===== src/rtl/adder_share_arbiter_pkg.sv =====
// Shared definitions for the adder-sharing arbiter: FSM encoding and the
// fixed operand width of the shared adder.
package adder_share_arbiter_pkg;

  localparam int ADD_WIDTH = 16;

  typedef enum logic [1:0] {
    S_IDLE = 2'd0,
    S_ADD  = 2'd1,
    S_RESP = 2'd2
  } state_t;

  // Pointer width for a requester index; never collapses to zero bits.
  function automatic int ptr_width(input int n);
    return (n > 1) ? $clog2(n) : 1;
  endfunction

endpackage


===== src/rtl/adder_share_arbiter_adder.sv =====
// Shared 16-bit adder with carry-in and carry-out.
module my16bitadder
  import adder_share_arbiter_pkg::*;
(
  input  logic [ADD_WIDTH-1:0] a,
  input  logic [ADD_WIDTH-1:0] b,
  input  logic                 cin,
  output logic [ADD_WIDTH-1:0] sum,
  output logic                 cout
);

  logic [ADD_WIDTH:0] full;

  assign full = {1'b0, a} + {1'b0, b} + {{ADD_WIDTH{1'b0}}, cin};
  assign sum  = full[ADD_WIDTH-1:0];
  assign cout = full[ADD_WIDTH];

endmodule


===== src/rtl/adder_share_arbiter.sv =====
// Round-robin arbiter letting N_REQ requesters time-share one 16-bit adder.
//   state  | meaning
//   IDLE   | waiting for a request; grant issued combinationally
//   ADD    | latched operands drive the adder for one cycle
//   RESP   | result held on rsp_* until the owner accepts it
module adder_share_arbiter
  import adder_share_arbiter_pkg::*;
#(
  parameter int N_REQ = 4,
  // Tied to the shared adder width; leave at default.
  parameter int WIDTH = ADD_WIDTH
) (
  input  logic                   Clk,
  input  logic                   Reset,
  input  logic [N_REQ-1:0]       req_valid,
  output logic [N_REQ-1:0]       req_ready,
  input  logic [N_REQ*WIDTH-1:0] req_a,
  input  logic [N_REQ*WIDTH-1:0] req_b,
  input  logic [N_REQ-1:0]       req_cin,
  output logic [N_REQ-1:0]       rsp_valid,
  input  logic [N_REQ-1:0]       rsp_ready,
  output logic [WIDTH-1:0]       rsp_sum,
  output logic                   rsp_cout,
  output logic                   busy
);

  localparam int PTR_W = ptr_width(N_REQ);

  state_t             state;
  logic [PTR_W-1:0]   rr_ptr;
  logic [PTR_W-1:0]   owner;
  logic [PTR_W-1:0]   win_idx;
  logic [PTR_W-1:0]   rr_next;
  logic               win_found;
  logic [WIDTH-1:0]   op_a;
  logic [WIDTH-1:0]   op_b;
  logic               op_cin;
  logic [WIDTH-1:0]   add_sum;
  logic               add_cout;
  logic [N_REQ-1:0]   owner_oh;
  logic               owner_ready;

  // Single priority search starting at rr_ptr and wrapping modulo N_REQ.
  always_comb begin
    int cand;
    cand      = 0;
    win_found = 1'b0;
    win_idx   = '0;
    for (int i = 0; i < N_REQ; i++) begin
      cand = int'(rr_ptr) + i;
      if (cand >= N_REQ) cand = cand - N_REQ;
      if (!win_found && req_valid[cand]) begin
        win_found = 1'b1;
        win_idx   = PTR_W'(cand);
      end
    end
  end

  assign rr_next = (win_idx == PTR_W'(N_REQ - 1)) ? '0 : win_idx + PTR_W'(1);

  always_comb begin
    req_ready = '0;
    if (state == S_IDLE && win_found) req_ready[win_idx] = 1'b1;
  end

  always_comb begin
    owner_oh        = '0;
    owner_oh[owner] = 1'b1;
  end

  assign owner_ready = |(rsp_ready & owner_oh);

  my16bitadder u_adder (
    .a    (op_a),
    .b    (op_b),
    .cin  (op_cin),
    .sum  (add_sum),
    .cout (add_cout)
  );

  always_ff @(posedge Clk) begin
    if (Reset) begin
      state     <= S_IDLE;
      rr_ptr    <= '0;
      owner     <= '0;
      op_a      <= '0;
      op_b      <= '0;
      op_cin    <= 1'b0;
      rsp_valid <= '0;
      rsp_sum   <= '0;
      rsp_cout  <= 1'b0;
      busy      <= 1'b0;
    end else begin
      case (state)
        S_IDLE: begin
          if (win_found) begin
            op_a   <= req_a[win_idx*WIDTH +: WIDTH];
            op_b   <= req_b[win_idx*WIDTH +: WIDTH];
            op_cin <= req_cin[win_idx];
            owner  <= win_idx;
            rr_ptr <= rr_next;
            busy   <= 1'b1;
            state  <= S_ADD;
          end
        end
        S_ADD: begin
          rsp_sum   <= add_sum;
          rsp_cout  <= add_cout;
          rsp_valid <= owner_oh;
          state     <= S_RESP;
        end
        S_RESP: begin
          // Only the owner's acceptance retires the result.
          if (owner_ready) begin
            rsp_valid <= '0;
            busy      <= 1'b0;
            state     <= S_IDLE;
          end
        end
        default: begin
          rsp_valid <= '0;
          busy      <= 1'b0;
          state     <= S_IDLE;
        end
      endcase
    end
  end

endmodule


===== config.mk =====
export PLATFORM = sky130hd
export DESIGN_NAME = adder_share_arbiter
export DESIGN_NICKNAME = d
export VERILOG_FILES = /design/src/rtl/adder_share_arbiter_pkg.sv /design/src/rtl/adder_share_arbiter_adder.sv /design/src/rtl/adder_share_arbiter.sv
export SDC_FILE = /design/constraint.sdc
export NUM_CORES = 1
export LEC_CHECK = 0
export CELL_PAD_IN_SITES_DETAIL_PLACEMENT = 1
export CELL_PAD_IN_SITES_GLOBAL_PLACEMENT = 2
export CORE_AREA = 2 2 140 142
export DETAILED_ROUTE_END_ITERATION = 8
export DIE_AREA = 0 0 142 144
export PLACE_DENSITY = 0.85
export SETUP_SLACK_MARGIN = 0.15
export SLEW_MARGIN = 20
export SYNTH_ARGS = -nofsm -noshare
export SYNTH_HDL_FRONTEND = slang
export SYNTH_SLANG_ARGS = --single-unit

===== constraint.sdc =====
create_clock -name Clk -period 2.4 [get_ports Clk]
set_input_delay 0.48 -clock Clk [delete_from_list [all_inputs] [get_ports Clk]]
set_output_delay 0.48 -clock Clk [all_outputs]
set_load 0.01 [all_outputs]

# Word-level counts from Yosys, hierarchy flattened
# Index checks and enable logic that the tools add are counted.
[classes] eq_ne=5 muxes=40 add_sub_neg=10 n_lt_le_gt_ge=12 n_bitwise=3 n_shift=2 n_reduce_logical=15
[op_table] op="$lt 32x4->1 const B" n=4
[op_table] op="$mux 32" n=4
[op_table] op="$shiftx 64x7->16" n=2
[op_table] op="$add 16x16->17" n=1
[op_table] op="$add 17x1->17" n=1
[op_table] op="$mux 1" n=17
[op_table] op="$mux 2" n=7
[op_table] op="$pmux 4 s3" n=1
[op_table] op="$sub 3x3->4 const B" n=3
[op_table] op="$bmux 1 s2" n=5
[op_table] op="$ge 3x3->1 const B" n=3
[op_table] op="$mux 4" n=2
[op_table] op="$add 2x2->3 const B" n=2
[op_table] op="$logic_and 1x1->1" n=6
[op_table] op="$lt 2x3->1 const B" n=2
[op_table] op="$pmux 2 s3" n=1
[op_table] op="$reduce_and 2->1" n=3
[op_table] op="$and 4x4->4" n=1
[op_table] op="$demux 1 s2" n=2
[op_table] op="$eq 2x2->1 const B" n=2
[op_table] op="$ge 2x1->1 const B" n=2
[op_table] op="$ne 2x2->1 const B" n=2
[op_table] op="$reduce_or 4->1" n=1
[op_table] op="$sub 2x3->4 const B" n=1
[op_table] op="9 further kinds" n=12
[totals] register_bits=61 output_inout_bits=26 elab_cells=97 input_bits=142

# Logic depth before layout (Yosys ltp)
# Gate-level depths: netlist (run 1).
[depth] word_depth=20 mapped_depth=8 ltp_nobuf=7

# Modules after synthesis
# A second synthesis (run 1) with hierarchy kept.
[hier_totals] cells_unflattened=506 hier_area_um2=4413.0
[modules_own_cells] module="adder_share_arbiter" area_each_um2=3679.8 n_inst=1 cells_per_inst=417
[modules_own_cells] module="my16bitadder" area_each_um2=733.2 n_inst=1 cells_per_inst=89

# Worst setup path after synthesis (run 1)
# No wires, ideal clock.
[synth_path] path_type="flip-flop to flip-flop" from="reg op_a[0]" to="reg rsp_sum[12]" setup_slack_ps=102 t_arrival_ps=2181 path_stages_with_launch=8 required_ps=2283 path_cell_list="dfxtp_1 > fa_1 > fa_1 > nand3_1 > a21oi_1 > o211a_1 > or3_1 > a32o_1"
[synth_between] elab_chain_cells=2
[synth_rtl] element="start: declaration" line="adder_share_arbiter.sv:35" rtl="logic [WIDTH-1:0] op_a;"
[synth_rtl] element="start signal: assignment" line="adder_share_arbiter.sv:97" rtl="op_a <= req_a[win_idx*WIDTH +: WIDTH];"
[synth_rtl] element="$add 16x16->17" line="adder_share_arbiter_adder.sv:14" rtl="assign full = {1'b0, a} + {1'b0, b} + {{ADD_WIDTH{1'b0}}, cin};"
[synth_rtl] element="$add 17x1->17" line="adder_share_arbiter_adder.sv:14"
[synth_rtl] element="end signal: assignment" line="adder_share_arbiter.sv:107" rtl="rsp_sum <= add_sum;"
[synth_rtl] element="end: declaration" line="adder_share_arbiter.sv:22" rtl="output logic [WIDTH-1:0] rsp_sum,"
# No other way between the ends.
# A chain may end at the register's enable or synchronous reset.

# Worst setup path in the final report (run 1)
# Ends and elaborated chain as after synthesis.

==> results of run 1 <==
worst register-to-register path: cells and delay by family (launching register included):
family | cells | cell delay (ns)
compound gates | 3 | 0.55
flops | 1 | 0.34
fa+ha+maj | 2 | 0.87
simple gates | 2 | 0.44
stage by stage:
step	total power [mW]	worst slack [ns]
2_1_floorplan	2.256	0.1613
3_5_place_dp	2.992	-0.5513
6_report	4.505	0.08772
5_1_grt	4.776	0.03405
3_3_place_gp	2.943	-0.4842
4_1_cts	4.493	0.09965
state kept, by name, summed over array words and instances, names as in the netlist:
register / cells
op_a: 16
op_b: 16
rsp_sum: 16
rsp_valid: 4
owner: 2
rr_ptr: 2
state: 2
busy: 1
op_cin: 1
rsp_cout: 1
per-layer routing:
metal	wire, um	global-route usage	up-vias
met4	332	0.05526	0
met2	7997	0.2771	131
met3	861	0.03079	25
li1	-	-	2215
met1	7184	0.1983	2137
met5	0	0	-
path summary, 6_finish.rpt:
kind	start	to	slack [ns]	depth (start not counted)
min reg2reg	rsp_sum[5]	rsp_sum[5]	0.46	2
min	rsp_sum[5]	rsp_sum[5]	0.46	2
max	op_a[0]	rsp_sum[12]	0.09	7
max reg2reg	op_a[0]	rsp_sum[12]	0.09	7
cell usage in the layout, fill, tap and decap left out, types with 3 or more instances in the layout:
master           instances
a311o_1                  3
a22oi_1                  3
clkinvlp_4               3
mux2i_1                 45
inv_1                    5
dfxtp_1                 59
a21oi_1                 23
buf_6                    5
clkdlybuf4s50_1        159
buf_12                   3
xor2_1                   3
ha_2                     4
and4_1                   5
ha_1                    15
a21oi_2                  5
and3_1                   3
buf_4                   33
nand4_1                  3
a211o_1                 24
nor3_1                   3
nand2_1                 50
nor2_1                  16
o221ai_1                 9
nand2_2                  4
o21ai_0                 39
a21o_1                   4
clkbuf_16                9
nand3_1                 34
nor2b_1                  3
and2_4                   3
a211oi_1                 4
nor4_1                   6
or3_1                    4
o211ai_1                28
final cells by class:
class,instances,area (um^2)
Fill cell,2185,12400
Clock buffer,11,252.7
Sequential cell,61,1226
Clock inverter,5,82.58
Antenna cell,1,2.502
Inverter,7,28.78
Multi-Input combinational cell,384,2789
Tap cell,238,297.8
Timing Repair Buffer,206,2002
power by group through the flow:
stage	registers (mW)	clock network (mW)	logic [mW]
after floorplan	1.31	0	0.950
after global placement	1.34	0	1.61
after detailed placement	1.34	0	1.65
after CTS	1.33	1.47	1.69
after global routing	1.35	1.53	1.90
final	1.33	1.45	1.73
logic make-up after synthesis:
family,Yosys count
flip-flops,61
adder cells (fa/ha/maj),21
AO/OA/AOI/OAI,165
buffers and inverters,40
multiplexers,46
XOR/XNOR,5
AND/OR/NAND/NOR,147
timing repair:
| action | in CTS | in global routing |
|---|---|---|
| pin swaps | 7 | 9 |
| setup endpoints to repair | 43 | 11 |
| resized for setup | 41 | 22 |
| buffers inserted | 4 | 3 |
==> results.tsv, run 1 <==
metric	value	unit
warnings from Yosys	0	
Worst EP arrival	2.53	ns
FFs w/ async S/R, synth	0	
NumNets Final	832	
Final Skew	0.007241	ns
crit-path cells	fa_2 > fa_2 > nand3_2 > a21oi_2 > o211a_1 > or3_1 > a32o_1	
simple-gate area share of the yosys netlist	0.1849	
Avg Cell Area, Syn	8.469	um^2
endpoints failing setup	0	
area delta synth->final	62.66	%
sequential share of the synthesized area	0.2973	
# hold bufs at CTS	0	
commonest cells in the netlist	61 x dfxtp_1, 50 x nand2_1, 46 x mux2i_1, 40 x o21ai_0, 35 x nand3_1	
clock tree buffer depth	2	
PortBufs	167	
DRT Pass-1 Iters	4	
Post-Synthesis Cells	485	
Synth Flop Type	dfxtp_1	
unrepaired setup endpoints after global routing	true	
Die Ht	144	um
final std cells w/o fill	913	
Tot GR Track Use	0.1598	
Synth Area in Compound Gates	0.2754	
Worst Setup Path Type	flop to flop	
Slew HR	0.4840	
Cell Rows	51	
Lkg Pwr	2.585	nW
Worst-path clk slew	0.06	ns
Synth Register Bits	61	
Slew Viols, Final	0	
Critical Path RT	2.62	ns
fin util	0.3502	
Detail Route Antenna Nets	0	
Final Hold Viols	0	
GPL Wtd Cong	0.8363	
initial drt markers	184	
pin count of the biggest net entering global routing	45	
vias per std cell	4.938	
DRC violation count after routing	0	
first-pass GRT wire length	25500	um
status	complete, no violations	
vias in the first global route	4865	
HPWL after DPL	13120	um
layout cell share with drive strength beyond 1	0.1513	
Die Wd	142	um
Crit path max-delay family	adder cells	
WL per Instance	17.94	um
placed insts	889	
Num Clock Sinks	61	
most area-consuming cells after synthesis	dfxtp_1 30%, mux2i_1 11%, ha_1 5.8%, o211ai_1 5.1%, a211o_1 5.1%	
area leader, netlist	dfxtp_1	
crit-path max FO	3	
# H-tree levels	3	
most frequent CP cell	fa_2	
CTS tree	done	
Post-synth EDFFs	0	
largest family of logic cells by synthesized area	compound AO/OA/AOI/OAI gates	
root buffer cell	clkbuf_16	
Synth top area share	0.2973	
Total Wirelength	16380	um
Net Sw Frac	0.3354	
adder-cell share of the synthesized area	0.06762	
peak supply drop	0.3623	mV
initial antenna violation count	1	
Gate power share	0.383	
grt total ovfl	0	
DIE AREA	0.02045	mm^2
count leader, synth	dfxtp_1	
CP Launch Type	flop	
CP endpoint kind	flop	
CTS buffer count	9	
Vias	4508	
Max stage delay on crit path	0.44	ns
Placeable Area	0.01908	mm^2
final instance area	0.006681	mm^2
clock power share	0.323	
clock period minus worst slack	2.312	ns
Int Power	2.994	mW
number of library cell types mapped by synthesis	60	
setup_tns	0	ns
Crit path buffers/inverters	0	
Synth Area in XOR/XNOR	0.01066	
Initial Utilization	0.2153	
worst slew pin tran	0.7739	ns
clk_lat worst skew	0.34	ns
Crit-path slowest cell	fa_2	
Syn Std Cell Area	0.004108	mm^2
Switching Power	1.511	mW
worst hold path type	flop to flop	
multiplexer area fraction after synthesis	0.1121	
Hold Slack	0.4603	ns
I/O pins	168	
syn nets	648	
sequential share of power	0.294	
Power Density	674.2	mW/mm^2
Max-Cap Viols	0	
fin crit share	0.9635	
maximum clock frequency	432.5	MHz
DP Area	0.006176	mm^2
No activity file was read; power rests on OpenSTA's default activity.
==> run 2, diff against run 1 <==
--- a/config.mk
+++ b/config.mk
@@ -16,3 +16,4 @@
 export SYNTH_ARGS = -nofsm -noshare
 export SYNTH_HDL_FRONTEND = slang
 export SYNTH_SLANG_ARGS = --single-unit
+export TNS_END_PERCENT = 50
==> run 2 against run 1 <==
Combinational power barely moved; design area down 0.39%; first-iteration DRC count rose by 2.7%; via count down 0.11%; critical path type unchanged; highest routed layer unchanged.
==> results.tsv, run 2 (synthesized netlist as in run 1, its figures left out) <==
metric	value	unit
peak supply drop	0.3680	mV
initial drt markers	189	
setup_tns	0	ns
Power, Total	4.491	mW
GPL Wtd Cong	0.8363	
Worst-path clk slew	0.06	ns
NumNets Final	832	
clock tree buffer depth	2	
Detail Route Antenna Nets	0	
Power Density	674.8	mW/mm^2
commonest cells after routing, fill and taps aside	159 x clkdlybuf4s50_1, 59 x dfxtp_1, 50 x nand2_1	
vias in the first global route	4865	
clock period minus worst slack	2.289	ns
start of the worst register-to-register path	op_a[0]	
Top Registers	op_a (16), op_b (16), rsp_sum (16)	
WHS Path Cells	2	
CP Launch Type	flop	
final std cells w/o fill	913	
root buffer cell	clkbuf_16	
crit-path max FO	3	
grt total ovfl	0	
area of the multi-input gates	0.002763	mm^2
Lkg Pwr	2.585	nW
fin crit share	0.9536	
first-pass GRT wire length	25500	um
status	complete, no violations	
CTS tree	done	
Final Skew	0.008385	ns
HPWL after DPL	13120	um
Fillers	2198	
initial antenna violation count	1	
Hold Slack	0.4601	ns
# H-tree levels	3	
Die Ht	144	um
CTS buffer count	9	
Worst Setup Path Type	flop to flop	
I/O pins	168	
pin count of the biggest net entering global routing	45	
DP Area	0.006176	mm^2
# hold bufs at CTS	0	
Cell Rows	51	
vias per std cell	4.932	
DRT Pass-1 Iters	5	
Critical Path RT	2.62	ns
Max-Cap Viols	0	
CP endpoint kind	flop	
Total Wirelength	16320	um
clk_lat worst skew	0.34	ns
DIE AREA	0.02045	mm^2
WL per Instance	17.87	um
placed insts	889	
area delta synth->final	62.02	%
Slew Viols, Final	0	
worst hold path type	flop to flop	
maximum clock frequency	436.9	MHz
layout cell share with drive strength beyond 1	0.1439	
Worst EP arrival	2.51	ns
reg-to-reg slack, setup	0.11	ns
Tot GR Track Use	0.1598	
final instance area	0.006655	mm^2
Die Wd	142	um
Reg-to-Reg End	rsp_sum[12]	
Vias	4503	
worst slew pin tran	0.7712	ns
Final Hold Viols	0	
commonest non-fill, non-tap cell in the layout	clkdlybuf4s50_1	
Num Clock Sinks	61	
hold_sp	rsp_sum[5]	
PortBufs	167	
unrepaired setup endpoints after global routing	true	
register area	0.001226	mm^2
worst reg2reg path depth	7	
crit path launch	op_a[0]	
Placeable Area	0.01908	mm^2
DRC violation count after routing	0	
WHS Endpoint	rsp_sum[5]	
Initial Utilization	0.2153	
Slew HR	0.4859	
endpoints failing setup	0	
-- run 2: worst max-delay path: stages (launching register included) --
cell	delay (ns)
dfxtp_2	0.34
fa_2	0.43
fa_2	0.42
nand3_2	0.10
a21oi_2	0.07
o211a_1	0.23
or3_1	0.33
a32o_1	0.26
-- run 2: power by group --
part	internal, mW	switching [mW]
clock	0.965	0.486
sequential	1.18	0.143
combinational	0.843	0.873
total	2.99	1.50
-- run 2: worst max path at each step --
stage                   end  cells after the start
2_1_floorplan   rsp_sum[12]                      7
3_3_place_gp   req_ready[1]                      8
3_5_place_dp   req_ready[1]                      8
4_1_cts         rsp_sum[12]                      7
5_1_grt         rsp_sum[12]                      7
6_report        rsp_sum[12]                      7
-- run 2: cell type report --
cell class | instances | area share
Multi-Input combinational cell | 384 | 0.4151
Timing Repair Buffer | 206 | 0.3008
Sequential cell | 61 | 0.1842
Tap cell | 238 | 0.04475
Clock buffer | 11 | 0.03798
Clock inverter | 5 | 0.01241
Inverter | 7 | 0.004324
Antenna cell | 1 | 0.0003760
-- run 2: what timing repair did --
item	in CTS	in global routing
gates resized for setup	41	16
setup buffers	4	3
setup endpoints to repair	43	11
pin swaps	7	9
-- run 2: routing by layer --
metal / wire length (um) / up-vias / GRT usage
met1: 7293 / 2130 / 0.1983
li1: - / 2220 / -
met2: 7929 / 128 / 0.2771
met4: 359 / 0 / 0.05526
met3: 735 / 25 / 0.03079
met5: 0 / - / 0
-- run 2: stage by stage --
step | setup WS, ns | util
finish | 0.1114 | 0.3488
global route | 0.05431 | 0.3488
CTS | 0.09965 | 0.3447
detailed placement | -0.5513 | 0.3237
global placement | -0.4842 | 0.3237
floorplan | 0.1613 | -
